File: src/rtl/alu_bus_sequencer_if.sv
// -----------------------------------------------------------------------------
// alu_bus_sequencer_if
// Bundles the three signal groups around the ALU bus sequencer:
//   cmd_* : command port (source -> sequencer), valid/ready
//   rsp_* : response port (sequencer -> consumer), valid/ready
//   ctl_* : load/execute bus to the register/ALU controller
// Handshakes: a transfer happens on a rising clk edge where valid and ready
// are both high. Once valid is raised, the sender keeps it high and its
// payload stable until that transfer edge.
// Modports:
//   master : the sequencer itself (initiator of the controller protocol)
//   slave  : the environment (command source, response consumer, controller)
// -----------------------------------------------------------------------------
interface alu_bus_if;
  logic       cmd_valid;
  logic       cmd_ready;
  logic [1:0] cmd_op;
  logic       cmd_sel1;
  logic       cmd_sel0;
  logic [1:0] cmd_dst;
  logic [7:0] cmd_a;
  logic [7:0] cmd_b;
  logic       cmd_keep_r0;
  logic       cmd_keep_r1;
  logic       rsp_valid;
  logic       rsp_ready;
  logic [7:0] rsp_data;
  logic [1:0] rsp_flags;
  logic [1:0] ctl_enable;
  logic [7:0] ctl_data;
  logic [7:0] ctl_result;
  logic [7:0] ctl_ir;

  modport master (
    input  cmd_valid, cmd_op, cmd_sel1, cmd_sel0, cmd_dst, cmd_a, cmd_b,
           cmd_keep_r0, cmd_keep_r1, rsp_ready, ctl_result, ctl_ir,
    output cmd_ready, rsp_valid, rsp_data, rsp_flags, ctl_enable, ctl_data
  );

  modport slave (
    output cmd_valid, cmd_op, cmd_sel1, cmd_sel0, cmd_dst, cmd_a, cmd_b,
           cmd_keep_r0, cmd_keep_r1, rsp_ready, ctl_result, ctl_ir,
    input  cmd_ready, rsp_valid, rsp_data, rsp_flags, ctl_enable, ctl_data
  );
endinterface

File: src/rtl/alu_bus_sequencer.sv
// -----------------------------------------------------------------------------
// alu_bus_sequencer
// Accepts one ALU command per handshake and walks the register/ALU controller
// through operand loads, instruction load and one execute cycle, then returns
// the result/flags captured at the end of that execute cycle.
// Ports:
//   clk         : system clock (sequencer on posedge, controller on negedge)
//   rst_n       : asynchronous active-low reset
//   bus         : alu_bus_if.master (cmd_*, rsp_*, ctl_* groups)
//   o_dbg_state : current FSM state, for observation only
// -----------------------------------------------------------------------------
module alu_bus_sequencer (
  input  logic       clk,
  input  logic       rst_n,
  alu_bus_if.master  bus,
  output logic [2:0] o_dbg_state
);

  typedef enum logic [2:0] {
    S_IDLE    = 3'd0,
    S_LOAD_R0 = 3'd1,
    S_LOAD_R1 = 3'd2,
    S_LOAD_IR = 3'd3,
    S_EXEC    = 3'd4,
    S_RESP    = 3'd5
  } state_t;

  state_t     r_state, w_next_state;
  logic [1:0] r_enable, w_next_enable;
  logic [7:0] r_data, w_next_data;
  logic       w_accept;

  // Latched command fields. The R0 value and keep_r0 flag are consumed on the
  // accepting edge itself (LOAD_R0 only ever follows IDLE), so they need no
  // storage.
  logic [7:0] r_b;
  logic [1:0] r_op;
  logic       r_sel1;
  logic       r_sel0;
  logic [1:0] r_dst;
  logic       r_keep_r1;

  logic [7:0] r_rsp_data;
  logic [1:0] r_rsp_flags;

  logic [7:0] w_cmd_ir;
  logic [7:0] w_lat_ir;

  assign w_cmd_ir = {2'b00, bus.cmd_op, bus.cmd_sel1, bus.cmd_sel0, bus.cmd_dst};
  assign w_lat_ir = {2'b00, r_op, r_sel1, r_sel0, r_dst};

  // Next state and the next value of the registered ctl_* outputs are decided
  // together, so ctl_enable/ctl_data always line up with the state they belong to.
  always_comb begin
    w_next_state  = r_state;
    w_next_enable = 2'b00;
    w_next_data   = r_data;
    w_accept      = 1'b0;
    case (r_state)
      S_IDLE: begin
        if (bus.cmd_valid) begin
          w_accept = 1'b1;
          if (!bus.cmd_keep_r0) begin
            w_next_state  = S_LOAD_R0;
            w_next_enable = 2'b01;
            w_next_data   = bus.cmd_a;
          end else if (!bus.cmd_keep_r1) begin
            w_next_state  = S_LOAD_R1;
            w_next_enable = 2'b10;
            w_next_data   = bus.cmd_b;
          end else begin
            w_next_state  = S_LOAD_IR;
            w_next_enable = 2'b11;
            w_next_data   = w_cmd_ir;
          end
        end
      end
      S_LOAD_R0: begin
        if (!r_keep_r1) begin
          w_next_state  = S_LOAD_R1;
          w_next_enable = 2'b10;
          w_next_data   = r_b;
        end else begin
          w_next_state  = S_LOAD_IR;
          w_next_enable = 2'b11;
          w_next_data   = w_lat_ir;
        end
      end
      S_LOAD_R1: begin
        w_next_state  = S_LOAD_IR;
        w_next_enable = 2'b11;
        w_next_data   = w_lat_ir;
      end
      S_LOAD_IR: w_next_state = S_EXEC;
      S_EXEC:    w_next_state = S_RESP;
      S_RESP: begin
        if (bus.rsp_ready) w_next_state = S_IDLE;
      end
      default:   w_next_state = S_IDLE;
    endcase
  end

  always_ff @(posedge clk or negedge rst_n) begin
    if (!rst_n) begin
      r_state  <= S_IDLE;
      r_enable <= 2'b00;
      r_data   <= 8'h00;
    end else begin
      r_state  <= w_next_state;
      r_enable <= w_next_enable;
      r_data   <= w_next_data;
    end
  end

  always_ff @(posedge clk or negedge rst_n) begin
    if (!rst_n) begin
      r_b       <= 8'h00;
      r_op      <= 2'b00;
      r_sel1    <= 1'b0;
      r_sel0    <= 1'b0;
      r_dst     <= 2'b00;
      r_keep_r1 <= 1'b0;
    end else if (w_accept) begin
      r_b       <= bus.cmd_b;
      r_op      <= bus.cmd_op;
      r_sel1    <= bus.cmd_sel1;
      r_sel0    <= bus.cmd_sel0;
      r_dst     <= bus.cmd_dst;
      r_keep_r1 <= bus.cmd_keep_r1;
    end
  end

  // Capture only on the edge leaving EXEC: later execute cycles recompute from
  // written-back registers, so the controller's result bus goes stale after it.
  always_ff @(posedge clk or negedge rst_n) begin
    if (!rst_n) begin
      r_rsp_data  <= 8'h00;
      r_rsp_flags <= 2'b00;
    end else if (r_state == S_EXEC) begin
      r_rsp_data  <= bus.ctl_result;
      r_rsp_flags <= bus.ctl_ir[7:6];
    end
  end

  assign bus.cmd_ready  = (r_state == S_IDLE);
  assign bus.rsp_valid  = (r_state == S_RESP);
  assign bus.rsp_data   = r_rsp_data;
  assign bus.rsp_flags  = r_rsp_flags;
  assign bus.ctl_enable = r_enable;
  assign bus.ctl_data   = r_data;
  assign o_dbg_state    = r_state;

endmodule

File: src/flat_wrapper.sv
// flat-port wrapper written by rule: the top's interface ports become plain ports
module alu_bus_sequencer_flat 
  (clk, rst_n, o_dbg_state, bus_cmd_valid, bus_cmd_op, bus_cmd_sel1, bus_cmd_sel0, bus_cmd_dst, bus_cmd_a, bus_cmd_b, bus_cmd_keep_r0, bus_cmd_keep_r1, bus_rsp_ready, bus_ctl_result, bus_ctl_ir, bus_cmd_ready, bus_rsp_valid, bus_rsp_data, bus_rsp_flags, bus_ctl_enable, bus_ctl_data);
  alu_bus_if bus_i ();
  input  logic clk;
  input  logic rst_n;
  output logic [2:0] o_dbg_state;
  input wire logic [$bits(bus_i.cmd_valid)-1:0] bus_cmd_valid;
  input wire logic [$bits(bus_i.cmd_op)-1:0] bus_cmd_op;
  input wire logic [$bits(bus_i.cmd_sel1)-1:0] bus_cmd_sel1;
  input wire logic [$bits(bus_i.cmd_sel0)-1:0] bus_cmd_sel0;
  input wire logic [$bits(bus_i.cmd_dst)-1:0] bus_cmd_dst;
  input wire logic [$bits(bus_i.cmd_a)-1:0] bus_cmd_a;
  input wire logic [$bits(bus_i.cmd_b)-1:0] bus_cmd_b;
  input wire logic [$bits(bus_i.cmd_keep_r0)-1:0] bus_cmd_keep_r0;
  input wire logic [$bits(bus_i.cmd_keep_r1)-1:0] bus_cmd_keep_r1;
  input wire logic [$bits(bus_i.rsp_ready)-1:0] bus_rsp_ready;
  input wire logic [$bits(bus_i.ctl_result)-1:0] bus_ctl_result;
  input wire logic [$bits(bus_i.ctl_ir)-1:0] bus_ctl_ir;
  output wire logic [$bits(bus_i.cmd_ready)-1:0] bus_cmd_ready;
  output wire logic [$bits(bus_i.rsp_valid)-1:0] bus_rsp_valid;
  output wire logic [$bits(bus_i.rsp_data)-1:0] bus_rsp_data;
  output wire logic [$bits(bus_i.rsp_flags)-1:0] bus_rsp_flags;
  output wire logic [$bits(bus_i.ctl_enable)-1:0] bus_ctl_enable;
  output wire logic [$bits(bus_i.ctl_data)-1:0] bus_ctl_data;
  assign bus_i.cmd_valid = bus_cmd_valid;
  assign bus_i.cmd_op = bus_cmd_op;
  assign bus_i.cmd_sel1 = bus_cmd_sel1;
  assign bus_i.cmd_sel0 = bus_cmd_sel0;
  assign bus_i.cmd_dst = bus_cmd_dst;
  assign bus_i.cmd_a = bus_cmd_a;
  assign bus_i.cmd_b = bus_cmd_b;
  assign bus_i.cmd_keep_r0 = bus_cmd_keep_r0;
  assign bus_i.cmd_keep_r1 = bus_cmd_keep_r1;
  assign bus_i.rsp_ready = bus_rsp_ready;
  assign bus_i.ctl_result = bus_ctl_result;
  assign bus_i.ctl_ir = bus_ctl_ir;
  assign bus_cmd_ready = bus_i.cmd_ready;
  assign bus_rsp_valid = bus_i.rsp_valid;
  assign bus_rsp_data = bus_i.rsp_data;
  assign bus_rsp_flags = bus_i.rsp_flags;
  assign bus_ctl_enable = bus_i.ctl_enable;
  assign bus_ctl_data = bus_i.ctl_data;
  alu_bus_sequencer u_core (.clk(clk), .rst_n(rst_n), .bus(bus_i), .o_dbg_state(o_dbg_state));
endmodule
File: config.mk
export PLATFORM = sky130hd
export DESIGN_NAME = alu_bus_sequencer_flat
export DESIGN_NICKNAME = d
export VERILOG_FILES = /design/src/rtl/alu_bus_sequencer_if.sv /design/src/rtl/alu_bus_sequencer.sv /design/src/flat_wrapper.sv
export SDC_FILE = /design/constraint.sdc
export NUM_CORES = 1
export LEC_CHECK = 0
export BUFFER_PORTS_ARGS = -buffer_cell sky130_fd_sc_hd__buf_2
export CORE_MARGIN = 10
export CORE_UTILIZATION = 49
export CTS_CLUSTER_SIZE = 25
export DETAILED_ROUTE_END_ITERATION = 6
export PLACE_DENSITY = 0.79
export SLEW_MARGIN = 20
export SYNTH_ARGS = -nofsm -noshare
export SYNTH_HDL_FRONTEND = slang
export SYNTH_SLANG_ARGS = --single-unit
File: constraint.sdc
create_clock -name clk -period 2.08 [get_ports clk]
set_clock_uncertainty 0.1 [all_clocks]
set_input_delay 0.104 -clock clk [delete_from_list [all_inputs] [get_ports clk]]
set_output_delay 0.104 -clock clk [all_outputs]
set_load 0.05 [all_outputs]
==> results of run 1 <==
## per-layer routing
layer	vias to the layer above	global-route usage
li1	760	-
met4	0	0.0731
met2	45	0.284
met5	-	0
met1	780	0.172
met3	10	0.0382
## metrics by stage
stage / area (um2) / utilization / setup WS, ps / hold slack (ps) / total power [W]
final: 2560 / 0.695 / 406 / 17.3 / 0.00423
after global placement: 2230 / 0.605 / 440 / 159 / 0.00367
after detailed placement: 2230 / 0.605 / 426 / 156 / 0.00374
after CTS: 2560 / 0.694 / 405 / 9.87 / 0.00425
after floorplan: 1890 / - / 23.0 / -292 / 0.00319
after global routing: 2560 / 0.694 / 292 / 53.3 / 0.00448
## cell usage after synthesis, drive strengths merged, types with 2 or more instances
library cell,count
a211oi,8
nor4b,2
inv,2
a21oi,2
and3b,2
mux2,31
a22oi,6
buf,11
dfrtp,38
o221ai,6
a2bb2oi,3
o22ai,2
nor3,4
nor2b,9
nand2,2
clkbuf,2
o21ai,15
## state kept, by name (all words and copies together) (netlist names)
| signal | count |
|---|---|
| u_core.r_dst | 2 |
| u_core.o_dbg_state | 3 |
| u_core.r_keep_r1 | 1 |
| u_core.bus.ctl_enable | 2 |
| u_core.r_b | 8 |
| u_core.r_sel0 | 1 |
| u_core.bus.rsp_data | 8 |
| u_core.bus.rsp_flags | 2 |
| u_core.r_op | 2 |
| u_core.r_sel1 | 1 |
| u_core.bus.ctl_data | 8 |
## where the power goes
part	leakage, nW	internal, W	switching, W	total (W)
logic	0.669	0.000881	0.00150	0.00238
registers	0.457	0.00112	0.000262	0.00138
clock network	0.0383	0.000231	0.000241	0.000471
total	1.16	0.00223	0.00201	0.00423
## final cells by class
| type | instances | area (um2) | share of cell area |
|---|---|---|---|
| antenna | 1 | 2.50 | 0.000977 |
| clock buffer | 7 | 76.3 | 0.0298 |
| inverter | 2 | 7.51 | 0.00293 |
| multi-input combinational | 102 | 845 | 0.330 |
| sequential | 38 | 951 | 0.371 |
| tap | 48 | 60.1 | 0.0234 |
| timing repair buffer | 95 | 621 | 0.242 |
## critical path: cells and delay by family, from the launching register on
kind,cells,cell delay (ps)
DFF,1,480
muxes,1,370
buffers and inverters,1,310
and+or+nand+nor,1,290
## path summary, 6_finish.rpt
| kind | slack [ps] | endpoint | from |
|---|---|---|---|
| hold / removal | 20 | u_core.o_dbg_state[2]$_DFFE_PN0P_ | bus_rsp_ready |
| min in group asynchronous | 350 | u_core.bus.rsp_data[2]$_DFFE_PN0N_ | rst_n |
| setup reg to reg | 410 | u_core.r_dst[1]$_DFFE_PN0P_ | u_core.o_dbg_state[1]$_DFFE_PN0P_ |
| max in group asynchronous | 1020 | u_core.bus.ctl_data[3]$_DFFE_PN0P_ | rst_n |
| setup / recovery | 410 | u_core.r_dst[1]$_DFFE_PN0P_ | u_core.o_dbg_state[1]$_DFFE_PN0P_ |
| hold reg to reg | 400 | u_core.bus.rsp_data[2]$_DFFE_PN0N_ | u_core.bus.rsp_data[2]$_DFFE_PN0N_ |
## cell families (layout without fill, tap and decap cells)
kind of cell	Yosys count	count (layout)	synth area share
DFF	38	38	0.506
AOI/OAI and AO/OA	45	45	0.162
muxes	31	31	0.186
buffers and inverters	15	104	0.0479
and+or+nand+nor	25	25	0.0938
xor gates and xnor gates	1	1	0.00466
other	0	1	0
## cells in the final DEF, fill, tap and decap left out
cell type       n
a211oi_1        8
a21o_1          1
a21oi_1         2
a22oi_1         6
a2bb2oi_1       3
and2_1          1
and2b_1         1
and3_1          1
and3b_1         2
buf_2          62
buf_4           8
clkbuf_1        2
clkbuf_8        5
dfrtp_1        38
diode_2         1
dlygate4sd3_1  25
inv_1           2
mux2_2         31
nand2_1         2
nand3_1         1
nor2_1          1
nor2b_1         9
nor3_1          3
nor3_2          1
nor3b_1         1
nor4b_2         1
nor4b_4         1
o211ai_1        1
o21ai_0         9
o21ai_1         6
o221ai_1        6
o22ai_1         2
o311ai_0        1
xnor2_1         1
==> flow_summary.ini, run 1 <==
[placement]
dpl.hpwl_mm = 3.56
port_buffers = 62
gp_congestion = 0.776
dp_cells = 260

[sta]
max_freq_mhz = 597
hold_violations = 0
maxSlewHeadroom = 0.447
timing.final.crit_share = 0.805
min_period_ps = 1670
setup_tns_ps = 0
rsz0062_at_grt = no
max_slew.worst_pin.slew_ps = 829
slew_viol_final = 0
finalSetupViolCount = 0

[global_routing]
grt.total_usage = 0.158
antenna_found_initial = 0
grt_pass1_wl_mm = 8.17
gr-total-overflow = 0
grt_start_max_net_pins = 39
grt_pass1_vias = 1718

[synthesis]
yosysUniqueCellTypes = 31
syn_nets = 199
syn_inst = 155
synth_edf_count = 0
postSynth.asyncResetShare = 1.00
synth_area_per_cell_um2 = 12.1
syn-cell-area_um2 = 1880
synth.area.top_cells = dfrtp_1 (51%), mux2_2 (19%), a211oi_1 (3.2%), nor2b_1 (3.0%), o221ai_1 (2.8%)
synth_area_leader_cell = dfrtp_1
yosysSeqAreaShare = 0.506
synth_top_area_frac = 0.506
synth_top_flop_cell = dfrtp_1
ys_warn_count = 0
ys_ff_latch = 38

[min_path]
hold_class = in2reg
hold_depth = 4

[setup_path]
crit_required_ps = 2160
cp-end-kind = flip-flop
crit_path_max_incr_delay_ps = 480
worstSetupPathType = reg2reg
path_cells = nor4b_4 > buf_4 > mux2_2
cp_max_fo = 22
crit_arrival_ps = 1750
slowest_stage = dfrtp_1
reg2regPathDepth = 3
startpoint_type = flip-flop

[route]
route.detailed.drc = 0
via_per_inst = 5.44
routed_wl_mm = 5.14
drt_first_pass_iters = 4
drtAntennaViolNets = 0
drtIter0Drc = 95
wl_met1_mm = 1.95
routed-via-count = 1595
wl_met3_um = 232
wl_met2_mm = 2.84
wire_per_inst_um = 17.5
topRoutingLayerUsed = met4

[run_status]
run_status = finished, final reports clean

[cells_and_area]
nFillCells = 293
final_layout_size_suffix_gt1_frac = 0.447
syn2layout_area_growth_pct = 36.3
stdcell_count = 293
nNetsFinal = 288

[die]
pin_count = 69
die_h_um = 82.0
fp.coreArea_um2 = 3690
dieWidth_um = 82.0
start_util = 0.510
fp-row-count = 22
dieArea_um2 = 6720

[clocking]
postCtsSetupBuffers = 0
clk_path_buf_depth = 2
clk_latency_ps = 290
hold_buffers = 25
cts.sinks = 38
h-tree-depth = 2
cts_tree = built
numCtsBuffers = 5
post_cts_resized = 0
clk_pin_slew_worst_paths_ps = 70
root_buffer = clkbuf_8

[pwr]
power.leakage_nw = 1.16
peakVddDrop_mv = 0.736
powerDensity_nw_per_um2 = 1650

[flow_run]
cap_viol_max_count = 0
(Power assumes the default switching activity.)
==> inputs of run 2 (changes only) <==
- ABC_AREA: default -> 1
- CORE_UTILIZATION: 49 -> 45
- PLACE_DENSITY: 0.79 -> 0.76
- clock period: 2.08 -> 1.35 ns (I/O delays scaled with it)
==> run 2 against run 1 <==
Against the previous run:
- the flow now finishes with violations (setup timing)
- routed wire length increased by 28%
- combinational power grew 130%
- area after synthesis rose by 3.5%
- sequential share of layout area shrank 7.9 points
- count of clock-buffer cells in the layout fell by 2
- critical endpoint is now u_core.bus.ctl_data[3]$_DFFE_PN0P_
- highest routed layer unchanged
==> flow_summary.ini, run 2 <==
[run_status]
run_status = finished, violations left
violations = setup timing

[setup_path]
crit_required_ps = 1440
cp-end-kind = flip-flop
startpoint_type = flip-flop
cp_max_fo = 7
worstSetupPathType = reg2reg
crit_arrival_ps = 1680

[cells_and_area]
stdcell_area_um2 = 3270
nNetsFinal = 403
regArea_um2 = 957
syn2layout_area_growth_pct = 68.2
layout_commonest_cell = buf_2
antenna_cells = 0
final_cell_mix = buf_2 (59), nand2_1 (56), dfrtp_1 (35)
multiInputGateArea_um2 = 1060
stdcell_count = 410
final_layout_size_suffix_gt1_frac = 0.472
nFillCells = 233

[die]
pin_count = 69
die_h_um = 85.8
dieArea_um2 = 7360
fp-row-count = 23
dieWidth_um = 85.8
start_util = 0.476
fp.coreArea_um2 = 4090

[global_routing]
grt_pass1_vias = 2216
antenna_found_initial = 0
grt.total_usage = 0.165
grt_pass1_wl_mm = 10.0
grtUsageMet3 = 0.0539
gr-total-overflow = 0
grt.met1_usage = 0.171
grt_start_max_net_pins = 31
grt_busiest_layer = met2
use_met2 = 0.308

[synthesis]
ys_ff_latch = 38
syn_inst = 239
synth.area.top_cells = dfrtp_1 (49%), nand2_1 (15%), nand3_1 (5.4%), inv_1 (4.4%), mux2_2 (4.0%)
ys_warn_count = 0
synth_top_area_frac = 0.488
yosys-top-cells-count = nand2_1 (80), dfrtp_1 (38), inv_1 (23)
synth_area_per_cell_um2 = 8.15
syn-cell-area_um2 = 1950
postSynth.asyncResetShare = 1.00
synth_area_leader_cell = dfrtp_1
synth_edf_count = 0
syn_nets = 283
yosysSeqAreaShare = 0.488
synth_top_flop_cell = dfrtp_1
yosysUniqueCellTypes = 21
synth.most_common_cell = nand2_1

[sta]
min_period_ps = 1590
slew_viol_final = 0
max_slew.worst_pin.slew_ps = 580
timing.final.crit_share = 1.18
hold_violations = 0
rsz0062_at_grt = yes
maxSlewHeadroom = 0.614
setup_tns_ps = -7190
max_freq_mhz = 629
finalSetupViolCount = 40
postLayoutSetupSlackWorst_ps = -240

[route]
routed_wl_mm = 6.58
routed-via-count = 2118
drtAntennaViolNets = 0
drtIter0Drc = 140
via_per_inst = 5.17
drt_first_pass_iters = 4
route.detailed.drc = 0
wire_per_inst_um = 16.1

[clocking]
clk_pin_slew_worst_paths_ps = 90
h-tree-depth = 2
numCtsBuffers = 5
clk_latency_ps = 300
cts.sinks = 38
root_buffer = clkbuf_8
clk_path_buf_depth = 2
cts_tree = built

[min_path]
hold_class = in2reg

[placement]
dpl_cell_area_um2 = 2450
gp_congestion = 0.849
dp_cells = 361
port_buffers = 62
dpl.hpwl_mm = 4.09

[pwr]
seqPwrFrac = 0.247
power.leakage_nw = 1.68
peakVddDrop_mv = 1.61
power_w = 0.00874
p_sw_w = 0.00425
combPwrFrac = 0.638
clockPowerShare = 0.116
p_sw_frac = 0.486
p_int_w = 0.00449
powerDensity_nw_per_um2 = 2670

[flow_run]
cap_viol_max_count = 0
## run 2: layout make-up
type,count,share of cell area
sequential,38,0.292
clock inverter,3,0.0138
tap,50,0.0191
multi-input combinational,168,0.325
inverter,24,0.0283
clock buffer,5,0.0210
timing repair buffer,122,0.300
## run 2: logic make-up (layout without fill, tap and decap cells)
family	count (synthesis)	in the layout	synth area share
flops	38	38	0.488
simple gates	131	131	0.293
mux	10	10	0.0636
compound gates	27	27	0.0765
buf+inv	33	154	0.0784
## run 2: final timing paths
check,to,from,depth (start not counted),slack [ps]
worst max-delay path,u_core.bus.ctl_data[3]$_DFFE_PN0P_,u_core.o_dbg_state[0]$_DFFE_PN0P_,7,-240
worst min-delay path,u_core.bus.ctl_data[5]$_DFFE_PN0P_,bus_cmd_a[5],5,70
worst max register to register,u_core.bus.ctl_data[3]$_DFFE_PN0P_,u_core.o_dbg_state[0]$_DFFE_PN0P_,7,-240
worst min register to register,u_core.bus.ctl_data[6]$_DFFE_PN0P_,u_core.bus.ctl_data[6]$_DFFE_PN0P_,2,390
max in group asynchronous,u_core.bus.ctl_data[2]$_DFFE_PN0P_,rst_n,3,390
min in group asynchronous,u_core.r_b[0]$_DFFE_PN0P_,rst_n,2,190
## run 2: worst max-delay path, stage by stage, from the launching register on
cell     delay [ps]
dfrtp_4         500
buf_4           160
nor2_4          200
a21oi_4         120
buf_6           140
buf_12          120
nor2_1           70
nor2_1           50
## run 2: routing by layer
metal,wire length [um],up-vias
met5,0,-
met4,97,0
met3,461,12
met2,3530,73
met1,2500,1036
li1,-,997
## run 2: timing repair
action / 4_1_cts / 5_1_grt
gates cloned: 0 / 3
pin swaps: 11 / 11
hold buffers: 27 / 0
gates resized for setup: 24 / 60
hold endpoints to repair: 51 / 0
endpoints found under the setup margin: 39 / 42
buffers inserted: 7 / 5
## run 2: power groups by stage
stage,Clock (W),Sequential (W),Combinational (W)
final,0.00101,0.00216,0.00557
after global routing,0.00105,0.00221,0.00598
after CTS,0.00101,0.00204,0.00480
after detailed placement,0,0.00208,0.00427
after global placement,0,0.00205,0.00419
after floorplan,0,0.00323,0.00190
## run 2: through the flow
stage                     utilization  hold WS, ps  setup slack [ps]
after detailed placement        0.600         3.61              -118
after global placement          0.600        -1.19             -90.4
after CTS                       0.726         61.9              -212
after global routing            0.801         80.8              -298
after floorplan                     -         -328              -536
final                           0.801         66.1              -240
==> inputs of run 3 (changes only) <==
- BUFFER_PORTS_ARGS: -buffer_cell sky130_fd_sc_hd__buf_2 -> -buffer_cell sky130_fd_sc_hd__buf_4
==> run 3 against run 2 <==
Against the previous run:
- the flow still finishes with violations (setup timing)
- clock power barely moved
- largest power group unchanged
- utilization shrank 1.3 points
- die area did not move
==> flow_summary.ini, run 3 (same netlist as run 2, synthesis figures left out) <==
[route]
drtIter0Drc = 123
drtAntennaViolNets = 0
routed-via-count = 2083
wire_per_inst_um = 16.5
drt_first_pass_iters = 4
routed_wl_mm = 6.73
via_per_inst = 5.11
route.detailed.drc = 0

[clocking]
cts_tree = built
clk_pin_slew_worst_paths_ps = 80
cts.sinks = 38
h-tree-depth = 2
clk_path_buf_depth = 2
clk_latency_ps = 290
root_buffer = clkbuf_8
numCtsBuffers = 5

[sta]
timing.final.crit_share = 1.13
min_period_ps = 1530
setup_tns_ps = -4480
slew_viol_final = 0
postLayoutSetupSlackWorst_ps = -181
maxSlewHeadroom = 0.671
hold_violations = 0
rsz0062_at_grt = yes
finalSetupViolCount = 40
max_slew.worst_pin.slew_ps = 493
max_freq_mhz = 653

[die]
dieArea_um2 = 7360
fp.coreArea_um2 = 4090
die_h_um = 85.8
pin_count = 69
fp-row-count = 23
start_util = 0.476
dieWidth_um = 85.8

[pwr]
power.leakage_nw = 1.66
powerDensity_nw_per_um2 = 2660
peakVddDrop_mv = 1.16

[run_status]
violations = setup timing
run_status = finished, violations left

[cells_and_area]
final_layout_size_suffix_gt1_frac = 0.383
layout_commonest_cell = nand2_1
syn2layout_area_growth_pct = 65.4
final_cell_mix = nand2_1 (79), buf_4 (74), dfrtp_1 (35)
nNetsFinal = 401
antenna_cells = 0

[setup_path]
startpoint_type = flip-flop
cp_max_fo = 4
worstSetupPathType = reg2out
cp-end-kind = primary output
crit_required_ps = 1180
crit_arrival_ps = 1360

[global_routing]
grt.total_usage = 0.180
grt_start_max_net_pins = 39
grt_pass1_vias = 2247
grt_pass1_wl_mm = 10.7
antenna_found_initial = 0
gr-total-overflow = 0

[flow_run]
cap_viol_max_count = 0

[min_path]
hold_class = in2reg

[placement]
gp_congestion = 0.825
port_buffers = 62
place_ws_ps = -103
dpl.hpwl_mm = 4.12
==> run 3: cell count changes in the layout (fill, tap and decap cells not counted), moves of 13 or more <==
cell / previous run / this run
nand2_1: 56 / 79
buf_2: 59 / 0
buf_4: 13 / 74
nand2_4: 16 / 3
==> run 3: report_power, final <==
part,switching [W],internal [W],leakage (nW)
clock network,0.000425,0.000603,0.0585
logic,0.00328,0.00216,1.14
registers,0.000396,0.00172,0.458
total,0.00410,0.00448,1.66
==> run 3: layout make-up <==
| class | instances | area (um2) |
|---|---|---|
| Timing Repair Buffer | 118 | 1030 |
| Multi-Input combinational cell | 170 | 958 |
| Sequential cell | 38 | 957 |
| Fill cell | 272 | 866 |
| Inverter | 24 | 92.6 |
| Clock buffer | 7 | 86.3 |
| Tap cell | 50 | 62.6 |
| Clock inverter | 1 | 30.0 |
==> run 3: through the flow <==
step	hold WS [ps]	instance area (um2)	total power, W	instances	util
final	48.5	3220	0.00858	408	0.788
after CTS	38.9	3160	0.00824	406	0.773
after global routing	76.1	3220	0.00902	408	0.788
after detailed placement	-34.0	2570	0.00652	358	0.630
after global placement	-37.3	2570	0.00644	358	0.630
after floorplan	-328	1990	0.00513	239	-
==> run 3: repair_timing <==
item	CTS	global route
gates resized for setup	25	11
buffers inserted	11	2
hold buffers	27	0
endpoints found under the setup margin	36	40
pin swaps	6	6
endpoints found under the hold margin	65	0
gates cloned	2	0
==> run 3: worst max-delay path, cell delays in order (launching register included) <==
cell     delay [ps]
dfrtp_4         510
buf_6           150
nor3_4          140
buf_6           130
buf_8           130
==> run 3: final timing paths <==
kind / from / end / slack, ps / cells after the start
max reg2reg: u_core.o_dbg_state[0]$_DFFE_PN0P_ / u_core.r_b[6]$_DFFE_PN0P_ / -160 / 7
min in group asynchronous: rst_n / u_core.bus.ctl_enable[0]$_DFF_PN0_ / 180 / 2
max in group asynchronous: rst_n / u_core.o_dbg_state[0]$_DFFE_PN0P_ / 600 / 2
min reg2reg: u_core.r_b[5]$_DFFE_PN0P_ / u_core.r_b[5]$_DFFE_PN0P_ / 400 / 2
min: bus_cmd_a[2] / u_core.bus.ctl_data[2]$_DFFE_PN0P_ / 50 / 5
max: u_core.o_dbg_state[0]$_DFFE_PN0P_ / bus_cmd_ready / -180 / 4
==> run 3: metal layers <==
layer | global-route usage | share of wire
met5 | 0 | 0
met4 | 0.0449 | 0.015
met3 | 0.0549 | 0.073
met2 | 0.347 | 0.54
met1 | 0.183 | 0.37
